`src/rtl/data_cache.sv`:
```
// Direct-mapped, write-back, write-allocate data cache between the MEM stage and data memory.
// Hits complete combinationally; misses stall the pipeline through write-back and 4-word fill.
module data_cache #(
    parameter int WORD_SIZE = 16,
    parameter int NUM_LINES = 4
) (
    input  logic                 clk,
    input  logic                 reset_n,
    input  logic                 cpu_read,
    input  logic                 cpu_write,
    input  logic [WORD_SIZE-1:0] cpu_addr,
    input  logic [WORD_SIZE-1:0] cpu_wdata,
    output logic [WORD_SIZE-1:0] cpu_rdata,
    output logic                 cpu_stall,
    output logic                 mem_read,
    output logic                 mem_write,
    output logic [WORD_SIZE-1:0] mem_addr,
    output logic [WORD_SIZE-1:0] mem_wdata,
    input  logic [WORD_SIZE-1:0] mem_rdata,
    input  logic                 mem_ready,
    output logic [15:0]          num_hit,
    output logic [15:0]          num_miss,
    output logic [1:0]           fsm_state
);
    localparam int IDX_W = $clog2(NUM_LINES);
    localparam int TAG_W = WORD_SIZE - IDX_W - 2;

    typedef enum logic [1:0] {IDLE = 2'd0, WBACK = 2'd1, FILL = 2'd2} state_t;

    // Memory handshake: mem_read/mem_write act as a valid that stays high with a
    // stable mem_addr/mem_wdata until the posedge where mem_ready=1 completes the word.
    state_t               state_q, state_d;
    logic [1:0]           cnt_q;
    logic                 replay_q;
    logic [NUM_LINES-1:0] valid_q;
    logic [NUM_LINES-1:0] dirty_q;
    logic [TAG_W-1:0]     tag_q  [NUM_LINES];
    logic [WORD_SIZE-1:0] data_q [NUM_LINES][4];

    logic [IDX_W-1:0] idx;
    logic [1:0]       off;
    logic [TAG_W-1:0] req_tag;
    logic             request;
    logic             hit;
    logic             idle_hit;

    assign idx      = cpu_addr[IDX_W+1:2];
    assign off      = cpu_addr[1:0];
    assign req_tag  = cpu_addr[WORD_SIZE-1:IDX_W+2];
    assign request  = cpu_read | cpu_write;
    assign hit      = valid_q[idx] & (tag_q[idx] == req_tag);
    assign idle_hit = (state_q == IDLE) & hit;

    assign cpu_stall = request & ~idle_hit;
    assign cpu_rdata = cpu_read ? data_q[idx][off] : '0;
    assign fsm_state = state_q;

    always_comb begin
        state_d = state_q;
        case (state_q)
            IDLE: begin
                if (request && !hit)
                    state_d = (valid_q[idx] && dirty_q[idx]) ? WBACK : FILL;
            end
            WBACK: begin
                if (mem_ready && cnt_q == 2'd3)
                    state_d = FILL;
            end
            FILL: begin
                if (mem_ready && cnt_q == 2'd3)
                    state_d = IDLE;
            end
            default: state_d = IDLE;
        endcase
    end

    // Memory port is driven purely from state so an async reset drops it at once.
    always_comb begin
        mem_read  = 1'b0;
        mem_write = 1'b0;
        mem_addr  = '0;
        mem_wdata = '0;
        case (state_q)
            WBACK: begin
                mem_write = 1'b1;
                mem_addr  = {tag_q[idx], idx, cnt_q};
                mem_wdata = data_q[idx][cnt_q];
            end
            FILL: begin
                mem_read = 1'b1;
                mem_addr = {req_tag, idx, cnt_q};
            end
            default: ;
        endcase
    end

    always_ff @(posedge clk or negedge reset_n) begin
        if (!reset_n)
            state_q <= IDLE;
        else
            state_q <= state_d;
    end

    always_ff @(posedge clk or negedge reset_n) begin
        if (!reset_n) begin
            cnt_q    <= 2'd0;
            replay_q <= 1'b0;
            valid_q  <= '0;
            dirty_q  <= '0;
            num_hit  <= 16'd0;
            num_miss <= 16'd0;
            for (int i = 0; i < NUM_LINES; i++)
                tag_q[i] <= '0;
        end else begin
            case (state_q)
                IDLE: begin
                    replay_q <= 1'b0;
                    if (request && hit) begin
                        if (!replay_q)
                            num_hit <= num_hit + 16'd1;
                        if (cpu_write)
                            dirty_q[idx] <= 1'b1;
                    end else if (request) begin
                        num_miss <= num_miss + 16'd1;
                        cnt_q    <= 2'd0;
                    end
                end
                WBACK: begin
                    if (mem_ready) begin
                        cnt_q <= cnt_q + 2'd1;
                        if (cnt_q == 2'd3)
                            dirty_q[idx] <= 1'b0;
                    end
                end
                FILL: begin
                    if (mem_ready) begin
                        cnt_q <= cnt_q + 2'd1;
                        if (cnt_q == 2'd3) begin
                            tag_q[idx]   <= req_tag;
                            valid_q[idx] <= 1'b1;
                            dirty_q[idx] <= 1'b0;
                            replay_q     <= 1'b1;
                        end
                    end
                end
                default: ;
            endcase
        end
    end

    // Data array has no reset; valid bits guard its contents.
    always_ff @(posedge clk) begin
        if (state_q == IDLE && cpu_write && hit)
            data_q[idx][off] <= cpu_wdata;
        else if (state_q == FILL && mem_ready)
            data_q[idx][cnt_q] <= mem_rdata;
    end
endmodule
```
`config.mk`:
```
export PLATFORM = sky130hd
export DESIGN_NAME = data_cache
export DESIGN_NICKNAME = d
export VERILOG_FILES = /design/src/rtl/data_cache.sv
export SDC_FILE = /design/constraint.sdc
export NUM_CORES = 1
export LEC_CHECK = 0
export BUFFER_PORTS_ARGS = -buffer_cell sky130_fd_sc_hd__buf_4
export CAP_MARGIN = 20
export CORE_MARGIN = 2
export CORE_UTILIZATION = 45
export CTS_BUF_LIST = sky130_fd_sc_hd__clkbuf_8
export DETAILED_ROUTE_END_ITERATION = 7
export SETUP_SLACK_MARGIN = 0.3
export SLEW_MARGIN = 0
export SYNTH_ARGS = -nofsm -noshare
export SYNTH_HDL_FRONTEND = slang
export SYNTH_SLANG_ARGS = --single-unit
```
`constraint.sdc`:
```
create_clock -name clk -period 3.9 [get_ports clk]
set_input_delay 0.39 -clock clk [delete_from_list [all_inputs] [get_ports clk]]
set_output_delay 0.39 -clock clk [all_outputs]
set_load 0.005 [all_outputs]
```
# Yosys cells after proc, flatten, opt, wreduce, memory -nomap -nowiden
# Memories as Yosys holds them, arrays and structs flattened.
# Cells that the tools add are included.
# totals
mem_count	1
ram_bits	256
ff_bits	93
word_cells	252
input_bits	53
out_inout_bits	85
# memory_table
memory	words	word_bits	read_ports	rd_ports_with_merged_regs	write_ports	line	source
data_q	4	64	1	0	1	38	logic [WORD_SIZE-1:0] data_q [NUM_LINES][4];
# classes
bitwise_logic	78
eq_ne	15
reduce_logical	23
add_sub_neg	3
muxes	113
n_lt_le_gt_ge	8
# op_table
op	n
two-way mux 16 bit	8
two-way mux 64 bit	2
two-way mux 1 bit	74
bitwise OR 1 bit	65
binary-select mux 16 bit (select 2 bit)	2
demux 16 bit (select 2 bit)	2
bitwise mux 48 bit	1
two-way mux 12 bit	3
adder 16 x 1 -> 16 bit, second input constant	2
case mux 16 bit (2 select lines)	1
binary-select mux 12 bit (select 2 bit)	1
demux 12 bit (select 2 bit)	1
two-way mux 4 bit	4
AND reduction 3 bit	5
two-way mux 2 bit	7
inequality test 2 bit, second input constant	7
equality test 12 bit	1
logical AND 1 bit	11
>= comparator 3 bit, second input constant	3
< comparator 3 x 1 -> 1 bit, second input constant	3
inverter 2 -> 3 bit	3
inequality test 2 x 1 -> 1 bit, second input constant	4
bitwise OR 4 bit	2
case mux 4 bit (2 select lines)	1
20 further kinds	27

# Longest topological paths before layout
# depth
ltp_word	10
mapped_depth	10
ltp_nobuf	8

# Worst setup path after synthesis
# Ideal clock, no wire load.
# synth_path
path_type	in2reg
startpoint	input port cpu_addr[3]
endpoint	memory data_q[3][0] in the netlist's numbering (enable)
setup_slack_ps	92
cell_stages	8
t_required_ps	3512
n_path_buf	2
arrival_time_ps	3420
setup_ps	388
path_cell_list	clkbuf_1 > clkbuf_1 > mux4_2 > xnor2_1 > nand4_1 > nor4_4 > mux2_2 > nor2_1
# synth_via
elab_chain_len	10
elab_cells_between_ends	14
cone_classes	1 x eq/ne; 9 x mux; 3 x bitwise; 1 x reduce/logical
# synth_lines
item	line	source
start, declared	11	input logic [WORD_SIZE-1:0] cpu_addr,
inverter 2 -> 3 bit (not written as such)	51	assign hit = valid_q[idx] & (tag_q[idx] == req_tag);
binary-select mux 12 bit (select 2 bit)	51	
two-way mux 12 bit (not written as such) (2 in a row)	51	
equality test 12 bit	51	
AND 1 bit	51	
logical AND 1 bit	153	if (state_q == IDLE && cpu_write && hit)
two-way mux 1 bit	153	
two-way mux 64 bit, on equally long branches	154, 156	
bitwise OR 1 bit (no line)	--	
end, declared	38	
# Parallel ways exist; a longest one is shown, timed or not. The select of a mux whose other input is x is not followed.

# Worst setup path in the final report
# layout_path
startpoint	register tag_q[8] in the netlist's numbering
endpoint	output port cpu_stall
# layout_via
elab_chain_len	8
# layout_lines
item	line	source
start, declared	37	logic [TAG_W-1:0] tag_q [NUM_LINES];
start signal, assigned by index	139	tag_q[idx] <= req_tag;
binary-select mux 12 bit (select 2 bit)	51	
two-way mux 12 bit (not written as such) (2 in a row)	51	
equality test 12 bit	51	
AND 1 bit	51	
AND 1 bit	52	assign idle_hit = (state_q == IDLE) & hit;
inverter 1 bit	54	assign cpu_stall = request & ~idle_hit;
AND 1 bit	54	
end, declared	14	output logic cpu_stall,
# No other way between the ends. The select of a mux whose other input is x is not followed.

==> results.txt <==
Rows - 68
# nets final - 1161
Worst-path clk slew - 70 ps
DR vias/cell - 5.78
Slew HR - 33.9%
CP dominant cell by count - buf_4
Antenna Cells - 0
Overall Global Routing Usage - 21.9%
Register area - 0.0100 mm^2
Crit path buf inv count - 2
Leak - 7.01 nW
Final RePlAce weighted congestion - 0.763
VDD IR-drop max - 0.282 mV
Slowest-stage cell, CP - mux4_2
Maximum fanout along the worst path - 19
Crit Reg-Reg Startpoint - tag_q[8]$_DFFE_PN0P_
Final Routed Wirelength - 39.1 mm
Startpoint Class - flip-flop
Tightest Pin Transition - 982 ps
P per Cell Area - 531 mW/mm^2
Router iterations before antenna repair - 4
ANT nets after route - 0
Dominant delay contributor by cell family on the critical path - simple AND/OR/NAND/NOR gates
Post-synthesis simple-gate area fraction - 6.73%
Remaining DRCs - 0
Fraction of layout cells with a size suffix above 1 - 44.9%
Critical Path Source - tag_q[8]$_DFFE_PN0P_
Average size of a mapped cell - 17.5 um^2
Max layer used - met4
WL per Instance - 24.4 um
Min Clock Period, post-route - 3350 ps
Post-Syn Area - 0.0159 mm^2
Vias in the first global route - 9573
Period utilization - 85.8%
Post-synth EDFFs - 256
Mux share of post-synthesis cell area - 24.0%
Async set-reset flop share out of synthesis - 26.6%
Initial Util - 45.8%
Xor/xnor cell area share of the yosys netlist - 2.32%
Fillers - 2846
Hold Path Class - in -> reg
Reg2Reg Capture Point - data_q[2][43]$_DFFE_PP_
Hold Buf Count CTS - 1
CTS tree - done
Final Instance Area - 0.0187 mm^2
Top_reg_cell synth - edfxtp_1
I/O pin cnt - 138
Setup violators final - 0
Sequential share of the synthesized area - 63.1%
Largest net degree at the start of global routing - 71
Core area - 0.0346 mm^2
RSZ-0062 raised after global routing - false
CP max stage delay - 500 ps
Clock Tree Buf Depth - 3
Fmax - 0.299 GHz
Status - finished, final reports clean
Die Ht - 192 um
Synth Net Count - 972
CP arrival - 2960 ps
Detailed router's first-iteration violation count - 637
Yosys warnings - 0
Largest family of logic cells by synthesized area - multiplexers
Layout area overhead - 17.9%
Reg-to-reg slack, setup - 720 ps
WL met3 - 3.11 mm
Syn Inst Count - 909
Number of post-CTS setup repair buffers - 0
CTS buffer count - 57
Initial antenna violation count - 0
Setup tns final - 0 ps
Most common cell after layout, fill and taps aside - edfxtp_1
Grt ovf - 0
Detail Placement HPWL - 26.1 mm
Metal-1 WL - 16.9 mm
Tot Pwr - 0.00994 W
Die ar. - 0.0368 mm^2
Post-Synth Adder-Cell Area - 0.788%
Die span in x - 192 um
DR vias - 9246
Synth Register Bits - 349
Clock Sinks - 349
CP required - 3510 ps
Root buffer cell - clkbuf_8
Max Slew Vio Count - 0
Clock Latency Late Sink - 620 ps
Placed Area - 0.0176 mm^2
Met2 Routed Length - 18.4 mm
Crit path depth - 7
Critical path class - reg -> out
PostCTS Resize Cnt - 0
First-pass GRT wire length - 59.0 mm
IO Port Bufs - 137
Final hold vios - 0
Multi-input combinational cell area - 0.00566 mm^2
Worst R2R Path Depth - 8
Most frequent cells in the layout - edfxtp_1, buf_4, mux2_2, mux4_2, dfrtp_1
Max-cap violation count - 0
Crit. End Element - output pin
Cell Chain, Critical Path - mux4_2 -> xnor2_1 -> nand4_1 -> nor4_4 -> buf_4 -> a21oi_1 -> buf_4
Compound-gate portion of the synthesized area - 1.44%
H-tree levels - 2
CP endpoint - cpu_stall
Final Skew - 37.8 ps
Distinct cells, synth - 41
-- where the power goes --
part,switching (W),internal [W]
sequential,0.000235,0.00447
clock,0.00144,0.00153
combinational,0.00115,0.00112
-- metrics by stage --
step / util (%) / hold slack [ps] / setup slack, ps / instances
final: 54.1 / 73.5 / 555 / 1601
after global routing: 54.1 / 42.6 / 358 / 1601
after CTS: 54.1 / 30.3 / 492 / 1601
after detailed placement: 51.0 / 458 / 432 / 1493
after global placement: 51.0 / 459 / 463 / 1493
after floorplan: - / 94.4 / 91.8 / 909
-- registers in the layout, indices dropped and copies added (netlist names), named ones only --
| signal | count |
|---|---|
| data_q | 256 |
| cnt_q | 2 |
| replay_q | 1 |
| fsm_state | 2 |
| num_miss | 16 |
| tag_q | 48 |
| num_hit | 16 |
| valid_q | 4 |
-- layout make-up --
type                            instances  area share (%)
Timing Repair Buffer                  184            7.41
Clock buffer                           62            4.56
Clock inverter                         45            1.15
Sequential cell                       349            53.5
Tap cell                              455            3.04
Inverter                                7           0.140
Multi-Input combinational cell        499            30.2
-- cells by family after synthesis --
kind of cell,after synthesis
XOR/XNOR,42
multiplexers,229
adder cells (fa/ha/maj),10
buffers and inverters,61
flip-flops,349
AO/OA/AOI/OAI,32
AND/OR/NAND/NOR,186
-- synthesized netlist by cell type (9+ instances only) --
library cell	instances	area share [%]
nor2_1	29	0.69
nor2b_1	14	0.55
mux4_2	110	16
nand4_1	15	0.59
mux2_2	119	8.4
xor2_1	16	0.88
nor3_1	10	0.32
dfrtp_1	93	15
nand2_1	15	0.35
and2_1	37	1.5
buf_2	9	0.28
a22oi_1	12	0.57
edfxtp_1	256	48
nand3_1	21	0.66
ha_1	10	0.79
clkbuf_1	33	0.78
xnor2_1	26	1.4
buf_1	10	0.24
-- routing by layer --
metal  vias up  GRT usage [%]
met4         0           5.71
met1      4850           31.1
met2       329           34.1
met5         -              0
met3        54           5.10
li1       4013              -
-- worst min path at each step --
stage	from	endpoint	slack (ps)	cells past startpoint
floorplan	reset_n	async pin	90	0
global placement	valid_q[0]$_DFFE_PN0P_	valid_q[0]$_DFFE_PN0P_	460	1
detailed placement	valid_q[3]$_DFFE_PN0P_	valid_q[3]$_DFFE_PN0P_	460	1
CTS	cpu_addr[11]	tag_q[43]$_DFFE_PN0P_	30	2
global route	cpu_addr[11]	tag_q[43]$_DFFE_PN0P_	40	2
finish	cpu_addr[11]	tag_q[43]$_DFFE_PN0P_	70	2
No activity file was read; power rests on OpenSTA's default activity.
